## config.mk

```make
export PLATFORM = sky130hd
export DESIGN_NAME = scan_controller
export DESIGN_NICKNAME = d
export VERILOG_FILES = /design/src/rtl/scan_controller.sv
export SDC_FILE = /design/constraint.sdc
export NUM_CORES = 1
export LEC_CHECK = 0
export CAP_MARGIN = 40
export CORE_ASPECT_RATIO = 1.5
export CORE_MARGIN = 3
export CORE_UTILIZATION = 40
export DETAILED_ROUTE_END_ITERATION = 10
export GPL_TIMING_DRIVEN = 0
export PLACE_DENSITY = 0.67
export SLEW_MARGIN = 0
export SYNTH_ARGS = -nofsm -noshare
export SYNTH_HDL_FRONTEND = slang
export SYNTH_SLANG_ARGS = --single-unit
```

## constraint.sdc

```tcl
create_clock -name clk -period 3.7 [get_ports clk]
set_input_delay 0.74 -clock clk [delete_from_list [all_inputs] [get_ports clk]]
set_output_delay 0.74 -clock clk [all_outputs]
set_load 0.005 [all_outputs]
```

## src/rtl/scan_controller.sv

```systemverilog
// Byte-wide host bridge to a serial scan chain: EXCHANGE shifts host bytes in while
// capturing the old contents; DUMP recirculates the chain so it reads back unchanged.
module scan_controller #(
  parameter int CHAIN_LEN = 256
) (
  input  logic       clk,
  input  logic       rst,
  input  logic       start,
  input  logic       mode,
  input  logic [7:0] in_data,
  input  logic       in_valid,
  output logic       in_ready,
  output logic [7:0] out_data,
  output logic       out_valid,
  input  logic       out_ready,
  output logic       scan_enable,
  output logic       scan_in,
  input  logic       scan_out,
  output logic       busy,
  output logic       done
);

  localparam int NBYTES = CHAIN_LEN / 8;
  localparam int BW     = (NBYTES > 1) ? $clog2(NBYTES) : 1;
  localparam logic [BW-1:0] LAST_BYTE = BW'(NBYTES - 1);

  typedef enum logic [2:0] {
    IDLE  = 3'd0,
    FETCH = 3'd1,
    SHIFT = 3'd2,
    PUSH  = 3'd3,
    DONE  = 3'd4
  } state_t;

  state_t          state_r;
  state_t          state_nxt_s;
  logic            mode_r;
  logic [2:0]      bit_cnt_r;
  logic [BW-1:0]   byte_cnt_r;
  logic [7:0]      shreg_r;
  logic [7:0]      capture_r;

  assign out_data = capture_r;

  // Next-state and state-decoded chain/handshake outputs
  always_comb begin
    state_nxt_s = state_r;
    in_ready    = 1'b0;
    out_valid   = 1'b0;
    scan_enable = 1'b0;
    scan_in     = 1'b0;
    busy        = 1'b1;
    done        = 1'b0;
    case (state_r)
      IDLE: begin
        busy = 1'b0;
        if (start) begin
          state_nxt_s = mode ? SHIFT : FETCH;
        end else begin
          state_nxt_s = IDLE;
        end
      end
      FETCH: begin
        in_ready = 1'b1;
        if (in_valid) begin
          state_nxt_s = SHIFT;
        end else begin
          state_nxt_s = FETCH;
        end
      end
      SHIFT: begin
        scan_enable = 1'b1;
        scan_in     = mode_r ? scan_out : shreg_r[bit_cnt_r];
        if (bit_cnt_r == 3'd7) begin
          state_nxt_s = PUSH;
        end else begin
          state_nxt_s = SHIFT;
        end
      end
      PUSH: begin
        out_valid = 1'b1;
        if (out_ready) begin
          if (byte_cnt_r == LAST_BYTE) begin
            state_nxt_s = DONE;
          end else begin
            state_nxt_s = mode_r ? SHIFT : FETCH;
          end
        end else begin
          state_nxt_s = PUSH;
        end
      end
      DONE: begin
        done        = 1'b1;
        state_nxt_s = IDLE;
      end
      default: begin
        busy        = 1'b0;
        state_nxt_s = IDLE;
      end
    endcase
  end

  // State, counters and data registers
  always_ff @(posedge clk) begin
    if (!rst) begin
      state_r    <= IDLE;
      mode_r     <= 1'b0;
      bit_cnt_r  <= 3'd0;
      byte_cnt_r <= '0;
      shreg_r    <= 8'h00;
      capture_r  <= 8'h00;
    end else begin
      state_r <= state_nxt_s;
      case (state_r)
        IDLE: begin
          if (start) begin
            mode_r     <= mode;
            bit_cnt_r  <= 3'd0;
            byte_cnt_r <= '0;
          end
        end
        FETCH: begin
          if (in_valid) begin
            shreg_r <= in_data;
          end
        end
        SHIFT: begin
          // bit_cnt wraps to 0 after the 8th shift, ready for the next byte
          capture_r[bit_cnt_r] <= scan_out;
          bit_cnt_r            <= bit_cnt_r + 3'd1;
        end
        PUSH: begin
          if (out_ready) begin
            byte_cnt_r <= byte_cnt_r + {{(BW-1){1'b0}}, 1'b1};
          end
        end
        default: begin
          state_r <= state_nxt_s;
        end
      endcase
    end
  end

endmodule

```

==> results of run 1 <==
synth_stat cells, drive strengths merged (3+ instances only):
master / number
dfxtp: 28
nand2: 26
a21boi: 14
nand3: 14
nor2b: 11
a21oi: 6
mux2i: 6
buf: 5
nor2: 5
ha: 4
mux2: 4
nand2b: 4
a22oi: 3
and2: 3
and3: 3
clkbuf: 3
o21ai: 3
per-layer routing:
| metal | vias up | routed length [um] |
|---|---|---|
| met5 | - | 0 |
| met4 | 0 | 25 |
| met3 | 4 | 133 |
| met2 | 27 | 1514 |
| met1 | 569 | 1399 |
| li1 | 620 | - |
cell type report:
class	count	area [um^2]
Fill cell	308	1468
Multi-Input combinational cell	121	805.8
Sequential cell	28	560.5
Timing Repair Buffer	27	270.3
Buffer	8	51.30
Tap cell	40	50.05
Clock buffer	3	41.29
Clock inverter	1	30.03
Inverter	2	7.507
cell families after synthesis:
group / after synthesis
AND/OR/NAND/NOR: 74
AO/OA/AOI/OAI: 32
flip-flops: 28
buffers and inverters: 10
multiplexers: 10
adder cells (fa/ha/maj): 4
XOR/XNOR: 1
critical path: stages (launching register included):
cell and delay, ns:
dfxtp_1 0.46, nor3b_4 0.47, o21ai_0 0.17, a21oi_1 0.19, clkdlybuf4s50_1 0.53
how the worst min path moves through the flow:
stage	slack, ns	to	from
4_1_cts	0.47	shreg_r[7]	shreg_r[7]
2_1_floorplan	0.44	shreg_r[7]	shreg_r[7]
3_5_place_dp	0.46	shreg_r[7]	shreg_r[7]
5_1_grt	0.49	shreg_r[4]	shreg_r[4]
3_3_place_gp	0.45	shreg_r[7]	shreg_r[7]
6_report	0.47	shreg_r[7]	shreg_r[7]
registers in the layout, summed over array words and instances, names as in the netlist:
name        count
shreg_r         8
byte_cnt_r      5
out_data        8
bit_cnt_r       3
mode_r          1
state_r         3
through the flow:
stage               hold slack, ns  cells  cell area [um^2]  setup slack [ns]
floorplan                   0.4399    159              1425             1.732
global placement            0.4479    226              1745             1.086
detailed placement          0.4572    226              1745             1.073
CTS                         0.4718    230              1817            0.8456
global route                0.4935    230              1817            0.6927
finish                      0.4680    230              1817            0.8698
power by group:
group	switching (mW)	internal, mW	leakage, nW	total [mW]
clock	0.100	0.145	0.0357	0.245
sequential	0.00613	0.308	0.226	0.315
combinational	0.0442	0.0494	0.435	0.0936
total	0.150	0.503	0.697	0.653
==> metrics.txt, run 1 <==
Pwr Total=0.6533 mW; Pleak=0.6968 nW; first drt pass iteration count=4; fin crit share=0.7649; final slew viol count=0; pin count of the biggest net entering global routing=17; register area share after synthesis=0.3933; Pwr Density=359.6 nW/um^2; nets@finish=210; Avg Cell Area, Syn=8.963 um^2; met3 GRT Util=0.03189; number of synthesized register bits=28; PortBufs=27; synthesized net count=178; Synth Area in Compound Gates=0.1651; adder-cell share of the synthesized area=0.03512; layout cells sized above 1=0.08947; core area=3284 um^2; post-synth top area cell=dfxtp_1; vias=1220; Ant. Diodes=0; CP Class=reg -> out; # DRC=0; Num CTS Buffers=3; Fmax=353.3 MHz; Slew @ Worst Pin=0.4968 ns; worst skew pair latency=0.28 ns; status=finished clean; reg-to-reg endpoint=out_data[6]; cts hold-fix bufs=0; GRT Max-Usage Layer=met2; WHS Path Cells=2; Max VDD drop=0.2556 mV; die width=54.74 um; clk buf depth=2; wire per inst=13.36 um; R2R cell count=5; Post-Synth Simple-Gate Area=0.2853; clock sinks=28; post-cts resize count=0; CP Capture Point=scan_in; GRT Total Usage=0.1568; Synth Flop Type=dfxtp_1; H-tree depth=1; endpoints failing setup=0; setup bufs post-CTS=0; DRT antenna net count=0; initial core utilization=0.4339; Min Clock Period, post-route=2.830 ns; worst reg2reg setup slack=2.22 ns; 1st-iter DRT viols=28; Synth-to-Final Area Change=27.48%; Total Wirelength=3073 um; Worst slew margin=0.6642; first-pass GRT wire length=5292 um; Die ar.=4330 um^2; mux share of post-synthesis cell area=0.07375; Reg clk slew, reported paths=0.10 ns; final hold vios=0; DP HPWL=2286 um; Worst Clk Skew=0.008001 ns; root buffer cell=clkbuf_8; CP Launch Point=state_r[1]; CP Data Required Time=2.96 ns; Async SR Flop Fraction=0; Worst setup SP type=flip-flop; FP Rows=25; XOR/XNOR share of the synthesized area=0.006146; # IOs=29; crit-path max FO=10; Area contributors post-synth=dfxtp_1 39%, nand2_1 6.8%, a21boi_0 6.3%; total gr overflow=0; commonest non-fill, non-tap cell in the layout=dfxtp_1; final core utilization=0.5531; met2 Use GR=0.2630; most frequent cells in the layout=28 x dfxtp_1, 27 x clkdlybuf4s50_1, 26 x nand2_1; Syn Inst Count=159; post-synthesis cell type count=36; CTS tree=yes; YS warnings=0; path type of the worst min-delay path=reg -> reg; Reg-to-Reg Start=bit_cnt_r[0]; routability cong.=0.7690; MaxCap Viol Count=0; vias in the first global route=1227; signal arrival time at the worst endpoint=2.09 ns; EDFF count, synth=0; Final TNS setup=0 ns; M1 GR Usage=0.1946; area of the mapped netlist=1425 um^2; initial antenna violation count=0; Vias/cell=5.304; largest family of logic cells by synthesized area=simple AND/OR/NAND/NOR gates; RSZ-0062 raised after global routing=false; Critical Path Sink Type=output port; Die H=79.11 um; Synth top area share=0.3933
(Power assumes the default switching activity.)
==> run 2, diff against run 1 <==
--- a/config.mk
+++ b/config.mk
@@ -11,7 +11,7 @@
 export CORE_UTILIZATION = 40
 export DETAILED_ROUTE_END_ITERATION = 10
 export GPL_TIMING_DRIVEN = 0
-export PLACE_DENSITY = 0.67
+export PLACE_DENSITY = 0.69
 export SLEW_MARGIN = 0
 export SYNTH_ARGS = -nofsm -noshare
 export SYNTH_HDL_FRONTEND = slang
==> constraint.sdc (replaced) <==
create_clock -name clk -period 2.5 [get_ports clk]
set_input_delay 0.5 -clock clk [delete_from_list [all_inputs] [get_ports clk]]
set_output_delay 0.5 -clock clk [all_outputs]
set_load 0.005 [all_outputs]
==> metrics.txt, run 2 (synthesized netlist as in run 1, its figures left out) <==
status=finished clean; post-route cell area=1805 um^2; Max VDD drop=0.3537 mV; Num CTS Buffers=3; Worst Clk Skew=0.001335 ns; Pleak=0.7125 nW; layout cells sized above 1=0.09948; fill count=328; CP Data Required Time=2.00 ns; initial antenna violation count=0; H-tree depth=1; pin count of the biggest net entering global routing=15; Die ar.=4330 um^2; signal arrival time at the worst endpoint=1.81 ns; Cell Area, Placed=1745 um^2; cts hold-fix bufs=0; Reg clk slew, reported paths=0.09 ns; clk buf depth=2; path type of the worst min-delay path=reg -> reg; CP bufs+invs=3; CP delay by family, top=buffers and inverters; die width=54.74 um; initial core utilization=0.4339; final hold vios=0; Critical Path Max Stage Delay=0.54 ns; critical path's slowest cell=clkdlybuf4s50_1; Ant. Diodes=0; DP HPWL=2449 um; vias=1229; DRT antenna net count=0; MaxCap Viol Count=0; Vias/cell=5.320; sw power=0.2083 mW; FP Rows=25; 1st-iter DRT viols=30; core area=3284 um^2; crit-path max FO=9; Critical Path Sink Type=output port; Clock Power Share=0.283; total gr overflow=0; clock sinks=28; Die H=79.11 um; Total Wirelength=3191 um; Comb pwr share=0.169; root buffer cell=clkbuf_8; vias in the first global route=1247; Worst slew margin=0.6458; nets@finish=212; Min Clock Period, post-route=2.312 ns; RSZ-0062 raised after global routing=false; commonest non-fill, non-tap cell in the layout=dfxtp_1; # DRC=0; final slew viol count=0; # IOs=29; Final TNS setup=0 ns; first-pass GRT wire length=5492 um; most frequent cells in the layout=27 x dfxtp_1, 26 x nand2_1, 26 x clkdlybuf4s50_1; first drt pass iteration count=4; CTS tree=yes; Slew @ Worst Pin=0.5239 ns; worst-path cell chain=buf_4, and2b_1, nand2_1, inv_1, clkdlybuf4s50_1; Worst setup SP type=flip-flop; Seq pwr share=0.548; CP Class=reg -> out; Pwr Density=470.7 nW/um^2; fin crit share=0.9248; GRT Total Usage=0.1665; Internal Power=0.6414 mW; Synth-to-Final Area Change=26.69%; routability cong.=0.7852; wire per inst=13.81 um; Switching Fraction=0.2452; Fmax=432.5 MHz; worst skew pair latency=0.27 ns; endpoints failing setup=0; PortBufs=27
## run 2: power by group through the flow
stage | clock network [mW] | registers, mW | logic (mW)
after floorplan | 0 | 0.474 | 0.0831
final | 0.241 | 0.466 | 0.143
after global routing | 0.264 | 0.468 | 0.158
after CTS | 0.249 | 0.466 | 0.145
after global placement | 0 | 0.475 | 0.136
after detailed placement | 0 | 0.476 | 0.139
## run 2: metrics by stage
step           power, mW  instances  setup WS (ns)  utilization  hold WS, ns
2_1_floorplan     0.5569        159         0.7876            -       0.4399
3_3_place_gp      0.6114        226         0.2336       0.5314       0.4503
3_5_place_dp      0.6156        226         0.2342       0.5314       0.4571
4_1_cts           0.8594        231       0.005122       0.5490       0.4701
5_1_grt           0.8895        231        0.08867       0.5497       0.4893
6_report          0.8498        231         0.1880       0.5497       0.4657
## run 2: area by class of cell
class,instances,area [um^2],share of cell area
multi-input combinational,121,805.8,0.4463
sequential,28,561.8,0.3112
timing repair buffer,29,287.8,0.1594
buffer,8,51.30,0.02841
tap,40,50.05,0.02772
clock buffer,3,41.29,0.02287
inverter,2,7.507,0.004158
## run 2: path summary, 6_finish.rpt
check / start / end / slack [ns] / cells past startpoint
max reg2reg: bit_cnt_r[0] / out_data[6] / 0.92 / 6
min: out_data[4] / out_data[4] / 0.47 / 2
min reg2reg: out_data[4] / out_data[4] / 0.47 / 2
max: state_r[2] / out_valid / 0.19 / 5
## run 2: what timing repair did
item                       in CTS  in global routing
resized for setup               1                  1
gates cloned                    0                  0
pin swaps                       0                  1
setup buffers                   2                  0
setup endpoints to repair       1                  1
## run 2: per-layer routing
metal	vias up	wire (um)	share of wire	global-route usage
li1	620	-	-	-
met1	572	1324	0.41	0.1946
met2	32	1681	0.53	0.2986
met3	5	148	0.046	0.02251
met4	0	38	0.012	0.04738
met5	-	0	0	0
## run 2: worst register-to-register path, stage by stage (launching register included)
cell and delay [ns]:
dfxtp_2 0.33, buf_6 0.12, buf_4 0.15, nor4b_4 0.48, nand3_1 0.16, mux2i_1 0.17
nor2b_1 0.06
